<file path="src/rtl/fifo_pkg.sv">
// Shared definitions for the FIFO controller slice: FSM state encoding,
// default geometry and small sizing helpers.
package fifo_pkg;

    localparam int ADDR_W_DEF = 3;

    typedef enum logic [1:0] {
        ST_EMPTY = 2'd0,
        ST_MID   = 2'd1,
        ST_FULL  = 2'd2
    } state_t;

    function automatic int depth_of(input int addr_w);
        return 1 << addr_w;
    endfunction

endpackage

</file>
<file path="src/rtl/fifo_if.sv">
// Producer/consumer handshake and status bundle between the FIFO controller
// and its users; the controller owns the slave side.
interface fifo_if #(
    parameter int ADDR_W = fifo_pkg::ADDR_W_DEF
) ();

    logic              wr_req;
    logic              rd_req;
    logic              wr_en;
    logic [ADDR_W-1:0] wr_addr;
    logic [ADDR_W-1:0] rd_addr;
    logic              rd_valid;
    logic              full;
    logic              empty;
    logic              almost_full;
    logic              almost_empty;
    logic [ADDR_W:0]   count;
    logic              overflow;
    logic              underflow;

    modport master (
        output wr_req, rd_req,
        input  wr_en, wr_addr, rd_addr, rd_valid,
        input  full, empty, almost_full, almost_empty,
        input  count, overflow, underflow
    );

    modport slave (
        input  wr_req, rd_req,
        output wr_en, wr_addr, rd_addr, rd_valid,
        output full, empty, almost_full, almost_empty,
        output count, overflow, underflow
    );

endinterface

</file>
<file path="src/rtl/fifo_ptr.sv">
// Wrapping pointer: W-bit incrementer with enable; the MSB acts as the wrap
// bit so that equal low bits can be told apart as empty or full.
module fifo_ptr #(
    parameter int W = 4
) (
    input  logic         clk,
    input  logic         rst,
    input  logic         en,
    output logic [W-1:0] ptr
);

    // NOTE: sequential state uses non-blocking assignment so every flop
    // samples its inputs from before the edge, independent of block order.
    always_ff @(posedge clk or posedge rst) begin
        if (rst) begin
            ptr <= '0;
        end else if (en) begin
            ptr <= ptr + W'(1);
        end
    end

endmodule

</file>
<file path="src/rtl/fifo_ctrl.sv">
// FIFO controller for an external DFF storage array: pointer management,
// occupancy FSM, threshold flags and one-cycle error pulses.
module fifo_ctrl import fifo_pkg::*; #(
    parameter int ADDR_W    = ADDR_W_DEF,
    parameter int AFULL_TH  = 6,
    parameter int AEMPTY_TH = 2
) (
    input  logic   clk,
    input  logic   rst,
    fifo_if.slave  bus
);

    localparam int              DEPTH      = depth_of(ADDR_W);
    localparam int              PW         = ADDR_W + 1;
    localparam logic [ADDR_W:0] LAST_CNT   = PW'(DEPTH - 1);
    localparam logic [ADDR_W:0] ONE_CNT    = PW'(1);
    localparam logic [ADDR_W:0] AFULL_CNT  = PW'(AFULL_TH);
    localparam logic [ADDR_W:0] AEMPTY_CNT = PW'(AEMPTY_TH);

    state_t          state;
    state_t          state_nx;
    logic [ADDR_W:0] wptr;
    logic [ADDR_W:0] rptr;
    logic [ADDR_W:0] cnt;
    logic            is_full;
    logic            is_empty;
    logic            wr_acc;
    logic            rd_acc;
    logic            rd_valid_q;
    logic            overflow_q;
    logic            underflow_q;

    // Flags come from the FSM, so a request never races an arithmetic compare.
    assign is_full  = (state == ST_FULL);
    assign is_empty = (state == ST_EMPTY);
    assign wr_acc   = bus.wr_req & ~is_full;
    assign rd_acc   = bus.rd_req & ~is_empty;
    assign cnt      = wptr - rptr;

    fifo_ptr #(.W(PW)) u_wptr (
        .clk (clk),
        .rst (rst),
        .en  (wr_acc),
        .ptr (wptr)
    );

    fifo_ptr #(.W(PW)) u_rptr (
        .clk (clk),
        .rst (rst),
        .en  (rd_acc),
        .ptr (rptr)
    );

    always_ff @(posedge clk or posedge rst) begin
        if (rst) begin
            state <= ST_EMPTY;
        end else begin
            state <= state_nx;
        end
    end

    // NOTE: state_nx gets its default before the case so that no path through
    // the block leaves it unassigned, which would otherwise infer a latch.
    always_comb begin
        state_nx = state;
        case (state)
            ST_EMPTY: begin
                if (wr_acc) begin
                    state_nx = ST_MID;
                end
            end
            ST_MID: begin
                if (wr_acc && !rd_acc && cnt == LAST_CNT) begin
                    state_nx = ST_FULL;
                end else if (rd_acc && !wr_acc && cnt == ONE_CNT) begin
                    state_nx = ST_EMPTY;
                end
            end
            ST_FULL: begin
                if (rd_acc) begin
                    state_nx = ST_MID;
                end
            end
            default: state_nx = ST_EMPTY;
        endcase
    end

    // Rejected requests leave the pointers alone and report one cycle later.
    always_ff @(posedge clk or posedge rst) begin
        if (rst) begin
            rd_valid_q  <= 1'b0;
            overflow_q  <= 1'b0;
            underflow_q <= 1'b0;
        end else begin
            rd_valid_q  <= rd_acc;
            overflow_q  <= bus.wr_req & is_full;
            underflow_q <= bus.rd_req & is_empty;
        end
    end

    assign bus.wr_en        = wr_acc;
    assign bus.wr_addr      = wptr[ADDR_W-1:0];
    assign bus.rd_addr      = rptr[ADDR_W-1:0];
    assign bus.rd_valid     = rd_valid_q;
    assign bus.full         = is_full;
    assign bus.empty        = is_empty;
    assign bus.almost_full  = (cnt >= AFULL_CNT);
    assign bus.almost_empty = (cnt <= AEMPTY_CNT);
    assign bus.count        = cnt;
    assign bus.overflow     = overflow_q;
    assign bus.underflow    = underflow_q;

endmodule
</file>
<file path="src/flat_wrapper.sv">
// flat-port wrapper written by rule: the top's interface ports become plain ports
module fifo_ctrl_flat import fifo_pkg::*;
#(
    parameter int ADDR_W    = ADDR_W_DEF,
    parameter int AFULL_TH  = 6,
    parameter int AEMPTY_TH = 2
)
  (clk, rst, bus_wr_req, bus_rd_req, bus_wr_en, bus_wr_addr, bus_rd_addr, bus_rd_valid, bus_full, bus_empty, bus_almost_full, bus_almost_empty, bus_count, bus_overflow, bus_underflow);
  fifo_if #(.ADDR_W(ADDR_W)) bus_i ();
  input  logic clk;
  input  logic rst;
  input wire logic [$bits(bus_i.wr_req)-1:0] bus_wr_req;
  input wire logic [$bits(bus_i.rd_req)-1:0] bus_rd_req;
  output wire logic [$bits(bus_i.wr_en)-1:0] bus_wr_en;
  output wire logic [$bits(bus_i.wr_addr)-1:0] bus_wr_addr;
  output wire logic [$bits(bus_i.rd_addr)-1:0] bus_rd_addr;
  output wire logic [$bits(bus_i.rd_valid)-1:0] bus_rd_valid;
  output wire logic [$bits(bus_i.full)-1:0] bus_full;
  output wire logic [$bits(bus_i.empty)-1:0] bus_empty;
  output wire logic [$bits(bus_i.almost_full)-1:0] bus_almost_full;
  output wire logic [$bits(bus_i.almost_empty)-1:0] bus_almost_empty;
  output wire logic [$bits(bus_i.count)-1:0] bus_count;
  output wire logic [$bits(bus_i.overflow)-1:0] bus_overflow;
  output wire logic [$bits(bus_i.underflow)-1:0] bus_underflow;
  assign bus_i.wr_req = bus_wr_req;
  assign bus_i.rd_req = bus_rd_req;
  assign bus_wr_en = bus_i.wr_en;
  assign bus_wr_addr = bus_i.wr_addr;
  assign bus_rd_addr = bus_i.rd_addr;
  assign bus_rd_valid = bus_i.rd_valid;
  assign bus_full = bus_i.full;
  assign bus_empty = bus_i.empty;
  assign bus_almost_full = bus_i.almost_full;
  assign bus_almost_empty = bus_i.almost_empty;
  assign bus_count = bus_i.count;
  assign bus_overflow = bus_i.overflow;
  assign bus_underflow = bus_i.underflow;
  fifo_ctrl #(.ADDR_W(ADDR_W), .AFULL_TH(AFULL_TH), .AEMPTY_TH(AEMPTY_TH)) u_core (.clk(clk), .rst(rst), .bus(bus_i));
endmodule
</file>
<file path="config.mk">
export PLATFORM = sky130hd
export DESIGN_NAME = fifo_ctrl_flat
export DESIGN_NICKNAME = d
export VERILOG_FILES = /design/src/rtl/fifo_pkg.sv /design/src/rtl/fifo_if.sv /design/src/rtl/fifo_ptr.sv /design/src/rtl/fifo_ctrl.sv /design/src/flat_wrapper.sv
export SDC_FILE = /design/constraint.sdc
export NUM_CORES = 1
export LEC_CHECK = 0
export CAP_MARGIN = 10
export CORE_MARGIN = 4
export CORE_UTILIZATION = 48
export CTS_CLUSTER_DIAMETER = 30
export DETAILED_ROUTE_END_ITERATION = 8
export PLACE_DENSITY = 0.81
export REMOVE_ABC_BUFFERS = 1
export SLEW_MARGIN = 10
export SYNTH_ARGS = -nofsm -noshare
export SYNTH_HDL_FRONTEND = slang
export SYNTH_SLANG_ARGS = --single-unit
</file>
<file path="constraint.sdc">
create_clock -name clk -period 5.06 [get_ports clk]
set_input_delay 1.012 -clock clk [delete_from_list [all_inputs] [get_ports clk]]
set_output_delay 1.012 -clock clk [all_outputs]
set_load 0.01 [all_outputs]
</file>
# Word level (Yosys, flattened, before mapping)
# Cells that the tools add are included.
# totals
wordCells	37
output_inout_bits	18
register_bits	13
inputBits	4
# classes
n_reduce_logical	8
n_bitwise	6
addsub	3
eq_ne	7
n_lt_le_gt_ge	2
muxes	5
# op_table
cell	count
$add A4 B1 Y4 const B	2
$mux W2	4
$pmux W2 S3	1
$and A1 B1 Y1	4
$eq A4 B1 Y1 const B	1
$eq A4 B3 Y1 const B	1
$ge A4 B3 Y1 const B	1
$le A4 B2 Y1 const B	1
$logic_and A1 B1 Y1	4
$ne A2 B2 Y1 const B	2
$sub A4 B4 Y4	1
$ne A3 B1 Y1 const B	1
$reduce_and A3 Y1	1
$eq A2 B1 Y1 const B	1
$eq A2 B2 Y1 const B	1
$logic_not A1 Y1	2
$logic_not A2 Y1	1
$not A1 Y1	2

# Longest topological paths before layout
# Gate-level depths: netlist (run 1).
# logic_depth
word_depth	9
mapped_depth	8

# Cells and area by module
# From an unflattened synthesis (run 1), not the netlist that was laid out.
# hier_totals
hier_cells	67
hier_area_um2	711.9
# by_module_without_submodules
module	area_per_inst_um2	cells_per_inst	seq_area_each_um2	n_inst
fifo_ctrl	384.1	43	125.1	1
fifo_ptr	163.9	12	100.1	2

# Worst setup path after synthesis (run 1)
# No wires, ideal clock.
# synth_timing
path_type	reg-to-output
startpoint	register u_core.u_rptr.ptr[2]
endpoint	output bus_almost_empty
path_stages_with_launch	7
n_path_buf	0
arrival_time_ns	1.698
slack_ns	2.350
path_cell_list	dfrtp_1 > inv_1 > ha_1 > a21o_2 > a31oi_1 > xnor2_1 > a211oi_1
# synth_between
elab_chain_len	2
# synth_rtl
element	line	rtl
start, declared	fifo_ptr.sv:9	output logic [W-1:0] ptr
start signal, assigned	fifo_ptr.sv:18	ptr <= ptr + W'(1);
$sub A4 B4 Y4	fifo_ctrl.sv:38	assign cnt = wptr - rptr;
via bus_count[3]	flat_wrapper.sv:22	output wire logic [$bits(bus_i.count)-1:0] bus_count;
$le A4 B2 Y1	fifo_ctrl.sv:108	assign bus.almost_empty = (cnt <= AEMPTY_CNT);
end, declared	flat_wrapper.sv:21	output wire logic [$bits(bus_i.almost_empty)-1:0] bus_almost_empty;
# The timed path passes the listed nets, and every way through them passes these cells.

# Worst setup path after layout (run 1)
# layout_timing
startpoint	input bus_wr_req
endpoint	output bus_wr_en
# layout_between
elab_chain_len	1
# layout_rtl
element	line	rtl
start, declared	flat_wrapper.sv:12	input wire logic [$bits(bus_i.wr_req)-1:0] bus_wr_req;
$and A1 B1 Y1	fifo_ctrl.sv:36	assign wr_acc = bus.wr_req & ~is_full;
end, declared	flat_wrapper.sv:14	output wire logic [$bits(bus_i.wr_en)-1:0] bus_wr_en;
# Every way passes these cells.

==> results of run 1 <==
area by class of cell:
type	instances	area, um^2	share of cell area
Clock buffer	4	26.3	0.0277
Tap cell	15	18.8	0.0198
Sequential cell	13	325	0.343
Timing Repair Buffer	21	210	0.222
Multi-Input combinational cell	42	337	0.355
Inverter	8	30.0	0.0317
worst max-delay path, stage by stage:
cell and delay, ns:
clkdlybuf4s50_1 0.54, nor2b_1 0.36, clkdlybuf4s50_1 0.62
cells by family (layout without fill, tap and decap cells):
family	after synthesis	count (layout)
adder cells (fa/ha/maj)	6	6
AO/OA/AOI/OAI	9	9
AND/OR/NAND/NOR	17	17
multiplexers	1	1
XOR/XNOR	9	9
flip-flops	13	13
buffers and inverters	16	33
sequential cells by signal, summed over array words and instances, names as in the netlist:
name,cells
u_core.bus.overflow,1
u_core.bus.underflow,1
u_core.state,2
u_core.u_rptr.ptr,4
u_core.u_wptr.ptr,4
u_core.bus.rd_valid,1
worst max path at each step:
stage                       end  slack [ns]  depth (start not counted)
6_report              bus_wr_en        1.52                          3
5_1_grt               bus_wr_en        1.42                          3
3_3_place_gp          bus_wr_en        1.55                          3
3_5_place_dp          bus_wr_en        1.53                          3
2_1_floorplan  bus_almost_empty        2.29                          6
4_1_cts               bus_wr_en        1.51                          3
through the flow:
| step | hold WS (ns) | instances | cell area (um^2) | utilization | worst slack (ns) |
|---|---|---|---|---|---|
| final | 0.490 | 103 | 947 | 0.685 | 1.52 |
| after global placement | 0.480 | 99 | 921 | 0.666 | 1.55 |
| after floorplan | 0.466 | 63 | 692 | - | 2.29 |
| after global routing | 0.523 | 103 | 947 | 0.685 | 1.42 |
| after CTS | 0.497 | 103 | 947 | 0.685 | 1.51 |
| after detailed placement | 0.486 | 99 | 921 | 0.666 | 1.53 |
where the power goes:
part           internal, W   total, W  switching [W]
combinational     0.000320   0.000574       0.000254
sequential        0.000143   0.000187      0.0000442
clock            0.0000305  0.0000608      0.0000303
synthesized netlist by cell type (all sizes together), types with 2 or more instances:
cell	count	area (um^2)
xnor2	7	61.3
ha	5	62.6
buf	6	45.0
o21ai	2	10.0
clkbuf	2	7.51
nand2	5	18.8
a21o	2	17.5
and2	2	12.5
dfrtp	13	325
xor2	2	25.0
nor2	3	11.3
nand4	2	12.5
nor2b	3	18.8
inv	8	30.0
layer usage:
metal | vias to the layer above | track usage
met3 | 2 | 0.0766
met1 | 267 | 0.169
met4 | 0 | 0.0166
met2 | 14 | 0.265
met5 | - | 0
li1 | 262 | -
==> run_results.csv, run 1 <==
group,metric,value,unit
placed_design,gp_congestion,0.776,
worst_setup_path,crit-reg2reg-launch,"u_core.u_wptr.ptr[0]$_DFFE_PP0P_",
sta,post-route-min-period,3.54,ns
worst_setup_path,setup.worst_path.end_class,"output port",
logic_synthesis,synth_top_family_by_area,"simple AND/OR/NAND/NOR gates",
detailed_routing,highest-signal-layer,"met4",
logic_synthesis,synthMuxAreaShare,0.0151,
floorplanning,floorplan.die.height,47.4,um
cts,clk_pin_slew,0.08,ns
sta,timing_max_transition_violations_final,0,
logic_synthesis,fraction_of_the_mapped_netlist_area_in_compound_gates,0.0891,
placed_design,buffer_ports.inserted,21,
global_route,grt_max_degree,14,
detailed_routing,wl_per_cell,12.9,um
final_layout,nNetsFinal,99,
floorplanning,design.die.area,2240,um^2
detailed_routing,m1WireLength,559,um
floorplanning,fp_rows,13,
power,power.density,867,nW/um^2
cts,tritoncts,"done",
cts,clkLatencyLatePin,0.27,ns
job,max_cap_violations,0,
worst_setup_path,critical_path.startpoint_type,"primary input",
cts,tritoncts_num_sinks,13,
detailed_routing,drt_wl_total,1330,um
final_layout,layout_commonest_cell,"clkdlybuf4s50_1",
detailed_routing,dr_wl_met3,97,um
worst_setup_path,reg2regPathDepth,8,
floorplanning,fp.coreArea,1380,um^2
sta,timing.clock.skew,0.00838,ns
final_layout,final.fill_count,108,
cts,postcts_resize_cnt,0,
global_route,vias_in_the_first_global_route,515,
floorplanning,start_util,0.538,
floorplanning,io_pins,22,
cts,cts_max_path_buffers,2,
detailed_routing,firstDrtPassIters,2,
hold_path,hold_path.class,"reg2reg",
cts,cts_root_buffer,"clkbuf_4",
final_layout,final_layout_size_suffix_gt1_frac,0.0795,
detailed_routing,viasPerCell,5.29,
logic_synthesis,asyncSetResetFlopFracSynth,1.00,
sta,tightest_slew,0.491,ns
logic_synthesis,ys.warnings.count,0,
logic_synthesis,synth_simple_gate_area_frac,0.121,
placed_design,dpl.hpwl,1110,um
global_route,grt_overflow,0,
power,total_leakage_power,0.414,nW
global_route,global_route.usage.total,0.151,
sta,achievable-frequency,282,MHz
logic_synthesis,synth_enable_flop_cells,0,
sta,rsz_0062_raised_after_global_routing,"no",
final_layout,antenna_cells_inserted,0,
power,design_power_total,0.000822,W
cts,post_cts.repair.setup_buffers,0,
worst_setup_path,cp_data_required_time,4.05,ns
final_layout,mostFrequentLayoutCells,"21 x clkdlybuf4s50_1, 13 x dfrtp_1, 8 x inv_1, 7 x xnor2_1",
hold_path,holdPathEnd,"u_core.u_wptr.ptr[3]$_DFFE_PP0P_",
detailed_routing,detailroute.wirelength.met2,666,um
outcome,outcome,"finished clean",
logic_synthesis,synth-adder-area-share,0.111,
hold_path,hold_start,"u_core.u_wptr.ptr[3]$_DFFE_PP0P_",
floorplanning,chipWidth,47.4,um
logic_synthesis,post_synth_inst_count,71,
sta,finalHoldViolations,0,
worst_setup_path,critical_path.max_fanout,5,
global_route,grt_antenna_before_repair,0,
sta,slew-limit-headroom,0.672,
logic_synthesis,synth_seq_area_share,0.437,
sta,report.final.setup_viol,0,
cts,postCtsHoldBufs,0,
detailed_routing,detail-route-antenna-nets,0,
logic_synthesis,postSynthRegisterBits,13,
logic_synthesis,synth.distinct_cells,24,
logic_synthesis,synthesis.area,744,um^2
worst_setup_path,ff2ff_setup_slack,2.93,ns
sta,totalNegativeSetupSlack,0,ns
cts,numCtsBuffers,3,
logic_synthesis,synthesis.area_per_instance,10.5,um^2
hold_path,hold_critical_path_depth,1,
cts,ctsHtreeMaxLevel,1,
detailed_routing,drt_first_iter_violations,2,
sta,period_share,0.700,
global_route,global_route_wire_length_before_repair,2330,um
detailed_routing,route.vias.total,545,
detailed_routing,route.detailed.drc,0,
worst_setup_path,cp_data_arrival_time,2.53,ns
final_layout,area_growth_syn_to_layout,27.2,%
logic_synthesis,yosys_most_used_dff,"dfrtp_1",
logic_synthesis,synth-xor-area-share,0.116,
power,vdd_drop_max,0.493,mV
worst_setup_path,worstSetupStartpoint,"bus_wr_req",
worst_setup_path,worst_setup_path_type,"in2out",
worst_setup_path,critical_path.reg2reg.endpoint,"u_core.state[1]$_DFFE_PP0P_",
Power figures use the tool's default switching activity.
==> run 2: changes to the inputs <==
--- a/config.mk
+++ b/config.mk
@@ -7,10 +7,10 @@
 export LEC_CHECK = 0
 export CAP_MARGIN = 10
 export CORE_MARGIN = 4
-export CORE_UTILIZATION = 48
+export CORE_UTILIZATION = 41
 export CTS_CLUSTER_DIAMETER = 30
 export DETAILED_ROUTE_END_ITERATION = 8
-export PLACE_DENSITY = 0.81
+export PLACE_DENSITY = 0.74
 export REMOVE_ABC_BUFFERS = 1
 export SLEW_MARGIN = 10
 export SYNTH_ARGS = -nofsm -noshare
==> constraint.sdc (replaced) <==
create_clock -name clk -period 3.1 [get_ports clk]
set_input_delay 0.62 -clock clk [delete_from_list [all_inputs] [get_ports clk]]
set_output_delay 0.62 -clock clk [all_outputs]
set_load 0.01 [all_outputs]
==> run_results.csv, run 2 (synthesized netlist as in run 1, its figures left out) <==
group,metric,value,unit
outcome,outcome,"finished clean",
hold_path,hold_critical_path_depth,1,
placed_design,buffer_ports.inserted,21,
power,design_power_total,0.00139,W
worst_setup_path,path_delay_family,"buffers and inverters",
global_route,grt_overflow,0,
worst_setup_path,setup.worst_path.end_class,"output port",
worst_setup_path,reg2regPathDepth,8,
final_layout,final.fill_count,154,
worst_setup_path,crit-reg2reg-launch,"u_core.u_wptr.ptr[0]$_DFFE_PP0P_",
cts,tritoncts_num_sinks,13,
final_layout,antenna_cells_inserted,0,
floorplanning,fp_rows,15,
global_route,gr-usage-met2,0.170,
sta,tightest_slew,0.483,ns
sta,report.final.setup_viol,0,
placed_design,placed_area,941,um^2
worst_setup_path,cp_data_required_time,2.48,ns
sta,post-route-min-period,3.03,ns
cts,clk_pin_slew,0.08,ns
detailed_routing,route.detailed.drc,0,
detailed_routing,wl_per_cell,12.1,um
cts,tritoncts,"done",
cts,post_cts.repair.setup_buffers,0,
hold_path,holdPathEnd,"u_core.u_rptr.ptr[3]$_DFFE_PP0P_",
job,max_cap_violations,0,
worst_setup_path,critical_path.max_fanout,5,
cts,numCtsBuffers,3,
worst_setup_path,cp_data_arrival_time,2.41,ns
detailed_routing,viasPerCell,4.58,
worst_setup_path,critical_path_buf_inv_count,2,
floorplanning,floorplan.die.height,50.6,um
final_layout,layout_commonest_cell,"clkdlybuf4s50_1",
cts,ctsHtreeMaxLevel,1,
final_layout,mostFrequentLayoutCells,"20 x clkdlybuf4s50_1, 13 x dfrtp_1, 8 x inv_1, 6 x xnor2_1",
final_layout,design_area,980,um^2
worst_setup_path,crit_path_max_incr_delay,0.53,ns
cts,cts_max_path_buffers,2,
floorplanning,design.die.area,2560,um^2
cts,clkLatencyLatePin,0.27,ns
global_route,groute.layer.met1.usage,0.170,
global_route,vias_in_the_first_global_route,510,
hold_path,hold_start,"u_core.u_rptr.ptr[3]$_DFFE_PP0P_",
power,total_leakage_power,0.428,nW
worst_setup_path,worst_setup_path_type,"reg2out",
sta,achievable-frequency,330,MHz
final_layout,final_layout_size_suffix_gt1_frac,0.112,
final_layout,postLayoutCoreUtil,0.567,
detailed_routing,drt_wl_total,1380,um
worst_setup_path,critical_path.reg2reg.endpoint,"u_core.state[1]$_DFFE_PP0P_",
detailed_routing,drt_first_iter_violations,9,
global_route,global_route_wire_length_before_repair,2350,um
final_layout,layout_top_registers,"u_core.u_rptr.ptr x4, u_core.u_wptr.ptr x4, u_core.state x2",
floorplanning,start_util,0.431,
final_layout,area_growth_syn_to_layout,31.6,%
worst_setup_path,critPathSlowestCell,"clkdlybuf4s50_1",
global_route,grt_most_used_layer,"met1",
floorplanning,chipWidth,50.6,um
sta,timing_max_transition_violations_final,0,
global_route,grt_antenna_before_repair,0,
floorplanning,io_pins,22,
power,vdd_drop_max,1.17,mV
worst_setup_path,critical-path-top-cell-by-count,"a21o_2",
global_route,global_route.usage.total,0.125,
power,power.density,1420,nW/um^2
global_route,met3_usage,0.0297,
cts,cts_root_buffer,"clkbuf_4",
detailed_routing,detail-route-antenna-nets,0,
worst_setup_path,ff2ff_setup_slack,0.96,ns
placed_design,dpl.hpwl,1040,um
placed_design,gp_congestion,0.752,
sta,period_share,0.977,
floorplanning,fp.coreArea,1730,um^2
sta,timing.clock.skew,0.00426,ns
hold_path,hold_path.class,"reg2reg",
worst_setup_path,crit_chain,"inv_1, ha_1, a21o_2, a31oi_2, xnor2_2, a21o_2, clkdlybuf4s50_1",
worst_setup_path,critical_path.startpoint_type,"flip-flop",
detailed_routing,firstDrtPassIters,4,
global_route,grt_max_degree,14,
sta,slew-limit-headroom,0.678,
final_layout,nNetsFinal,100,
detailed_routing,route.vias.total,522,
sta,finalHoldViolations,0,
-- run 2: through the flow --
stage               hold slack [ns]  cells  setup TNS, ns  worst slack (ns)
floorplan                     0.466     63              0             0.725
global placement              0.482    110              0             0.370
detailed placement            0.490    110              0             0.308
CTS                           0.501    114              0            0.0773
global route                  0.518    114        -0.0115           -0.0115
finish                        0.493    114              0            0.0714
-- run 2: layout make-up --
cell class,count,area [um^2],area share
clock buffers,4,26.3,0.0268
inverters,8,30.0,0.0307
multi-input cells,42,350,0.358
flip-flops and latches,13,325,0.332
well taps,25,31.3,0.0319
repair buffers,22,216,0.221
-- run 2: report_power, final --
group          internal (W)  total (W)  switching, W
Sequential         0.000233   0.000304     0.0000710
Combinational      0.000535   0.000982      0.000447
Clock             0.0000499   0.000104     0.0000544
-- run 2: worst max path at each step --
stage                                                start          endpoint  cells after the start
after global routing      u_core.u_rptr.ptr[2]$_DFFE_PP0P_   bus_almost_full                      7
after detailed placement  u_core.u_rptr.ptr[2]$_DFFE_PP0P_  bus_almost_empty                      7
final                     u_core.u_rptr.ptr[2]$_DFFE_PP0P_   bus_almost_full                      7
after floorplan           u_core.u_rptr.ptr[2]$_DFFE_PP0P_  bus_almost_empty                      6
after CTS                 u_core.u_rptr.ptr[2]$_DFFE_PP0P_   bus_almost_full                      7
after global placement    u_core.u_rptr.ptr[2]$_DFFE_PP0P_  bus_almost_empty                      7
-- run 2: routing by layer --
metal  vias to the layer above  routed length, um  part of all wire
met4                         0                 41             0.030
li1                        263                  -                 -
met5                         -                  0                 0
met2                        21                609              0.44
met1                       234                649              0.47
met3                         4                 83             0.060
-- run 2: what timing repair did --
item                                    in CTS  in global routing
hold buffers                                 0                  0
resized for setup                            1                  2
pin swaps                                    0                  0
cloned                                       0                  0
endpoints found under the setup margin       1                  1
==> run 3: changes to the inputs <==
--- a/config.mk
+++ b/config.mk
@@ -6,13 +6,14 @@
 export NUM_CORES = 1
 export LEC_CHECK = 0
 export CAP_MARGIN = 10
+export CORE_ASPECT_RATIO = 0.75
 export CORE_MARGIN = 4
 export CORE_UTILIZATION = 41
 export CTS_CLUSTER_DIAMETER = 30
 export DETAILED_ROUTE_END_ITERATION = 8
 export PLACE_DENSITY = 0.74
 export REMOVE_ABC_BUFFERS = 1
-export SLEW_MARGIN = 10
+export SLEW_MARGIN = 30
 export SYNTH_ARGS = -nofsm -noshare
 export SYNTH_HDL_FRONTEND = slang
 export SYNTH_SLANG_ARGS = --single-unit
==> run_results.csv, run 3 (synthesized netlist as in run 1, its figures left out) <==
group,metric,value,unit
cts,tritoncts_num_sinks,13,
global_route,grt_antenna_before_repair,0,
placed_design,buffer_ports.inserted,21,
power,vdd_drop_max,0.790,mV
detailed_routing,drt_wl_total,1450,um
outcome,outcome,"finished clean",
global_route,global_route.usage.total,0.132,
floorplanning,fp_rows,13,
hold_path,hold_start,"u_core.u_wptr.ptr[3]$_DFFE_PP0P_",
final_layout,final_layout_size_suffix_gt1_frac,0.112,
floorplanning,fp.coreArea,1720,um^2
sta,finalHoldViolations,0,
hold_path,hold_path.class,"reg2reg",
detailed_routing,route.detailed.drc,0,
sta,report.final.setup_viol,0,
hold_path,holdPathEnd,"u_core.u_wptr.ptr[3]$_DFFE_PP0P_",
worst_setup_path,crit-reg2reg-launch,"u_core.u_wptr.ptr[0]$_DFFE_PP0P_",
power,power.density,1430,nW/um^2
worst_setup_path,cp_data_arrival_time,2.37,ns
cts,cts_max_path_buffers,2,
cts,clkLatencyLatePin,0.27,ns
worst_setup_path,critical_path.max_fanout,5,
floorplanning,chipWidth,57.2,um
sta,achievable-frequency,334,MHz
worst_setup_path,ff2ff_setup_slack,0.92,ns
detailed_routing,drt_first_iter_violations,8,
sta,post-route-min-period,2.99,ns
job,max_cap_violations,0,
final_layout,antenna_cells_inserted,0,
sta,slew-limit-headroom,0.659,
sta,totalNegativeSetupSlack,0,ns
power,total_leakage_power,0.440,nW
sta,period_share,0.964,
worst_setup_path,setup.worst_path.end_class,"output port",
worst_setup_path,critical_path.startpoint_type,"flip-flop",
cts,clk_pin_slew,0.08,ns
final_layout,layout_top_registers,"u_core.u_rptr.ptr x4, u_core.u_wptr.ptr x4, u_core.state x2",
cts,ctsHtreeMaxLevel,1,
worst_setup_path,worst_setup_path_type,"reg2out",
worst_setup_path,reg2regPathDepth,8,
final_layout,layout_commonest_cell,"clkdlybuf4s50_1",
global_route,vias_in_the_first_global_route,532,
detailed_routing,route.vias.total,550,
cts,cts_root_buffer,"clkbuf_4",
global_route,grt_overflow,0,
floorplanning,start_util,0.432,
detailed_routing,firstDrtPassIters,4,
placed_design,gp_congestion,0.688,
global_route,global_route_wire_length_before_repair,2490,um
final_layout,design_area,980,um^2
final_layout,final.fill_count,163,
final_layout,mostFrequentLayoutCells,"20 x clkdlybuf4s50_1, 13 x dfrtp_1, 8 x inv_1, 6 x xnor2_1",
global_route,grt_max_degree,14,
detailed_routing,wl_per_cell,13.0,um
detailed_routing,viasPerCell,4.95,
sta,timing_max_transition_violations_final,0,
floorplanning,io_pins,22,
placed_design,dpl.hpwl,1180,um
cts,postCtsHoldBufs,0,
sta,timing.hold.ws,0.520,ns
detailed_routing,detail-route-antenna-nets,0,
sta,tightest_slew,0.511,ns
hold_path,hold_critical_path_depth,1,
worst_setup_path,cp_data_required_time,2.48,ns
placed_design,placed_area,937,um^2
cts,numCtsBuffers,3,
worst_setup_path,critical_path.reg2reg.endpoint,"u_core.state[1]$_DFFE_PP0P_",
final_layout,postLayoutCoreUtil,0.568,
sta,timing.clock.skew,0.00273,ns
final_layout,nNetsFinal,100,
floorplanning,design.die.area,2570,um^2
cts,tritoncts,"done",
final_layout,area_growth_syn_to_layout,31.6,%
floorplanning,floorplan.die.height,44.9,um
sta,rsz_0062_raised_after_global_routing,"no",
==> run 3: where the power goes <==
part / switching [W] / internal (W) / total [W] / leakage, nW
logic: 0.000446 / 0.000544 / 0.000990 / 0.267
registers: 0.0000755 / 0.000233 / 0.000308 / 0.157
clock network: 0.0000511 / 0.0000498 / 0.000101 / 0.0150
==> run 3: how the worst max path moves through the flow <==
| stage | start | endpoint | cells after the start |
|---|---|---|---|
| after floorplan | u_core.u_rptr.ptr[2]$_DFFE_PP0P_ | bus_almost_empty | 6 |
| after global placement | u_core.u_rptr.ptr[2]$_DFFE_PP0P_ | bus_almost_empty | 7 |
| after detailed placement | u_core.u_rptr.ptr[2]$_DFFE_PP0P_ | bus_almost_empty | 7 |
| after CTS | u_core.u_rptr.ptr[2]$_DFFE_PP0P_ | bus_almost_empty | 7 |
| after global routing | u_core.u_rptr.ptr[2]$_DFFE_PP0P_ | bus_almost_full | 7 |
| final | u_core.u_rptr.ptr[2]$_DFFE_PP0P_ | bus_almost_full | 7 |
==> run 3: stage by stage <==
step / std cells / worst slack [ns] / total power [W]
finish: 111 / 0.110 / 0.00140
global route: 111 / 0.00873 / 0.00150
CTS: 111 / 0.00546 / 0.00137
detailed placement: 107 / 0.301 / 0.00127
global placement: 107 / 0.384 / 0.00124
floorplan: 63 / 0.725 / 0.000804
==> run 3: metal layers <==
metal  share of wire  global-route usage
met1            0.41               0.163
met3            0.10              0.0514
met5               0                   0
met2            0.47               0.221
met4           0.011              0.0278
==> run 3: cell type report <==
| cell class | count | area [um^2] | area share |
|---|---|---|---|
| inverter | 8 | 30.0 | 0.0307 |
| tap | 22 | 27.5 | 0.0281 |
| clock buffer | 4 | 26.3 | 0.0268 |
| timing repair buffer | 22 | 220 | 0.225 |
| sequential | 13 | 325 | 0.332 |
| multi-input combinational | 42 | 350 | 0.358 |
==> run 3: what timing repair did <==
action	4_1_cts	5_1_grt
buffers inserted	0	0
endpoints found under the setup margin	0	3
resized for setup	0	3
==> run 3: critical path: stages (launching register included) <==
cell,delay [ns]
dfrtp_1,0.40
inv_1,0.06
ha_1,0.36
a21o_2,0.23
a31oi_2,0.19
xnor2_2,0.19
a21o_2,0.14
clkdlybuf4s50_1,0.53
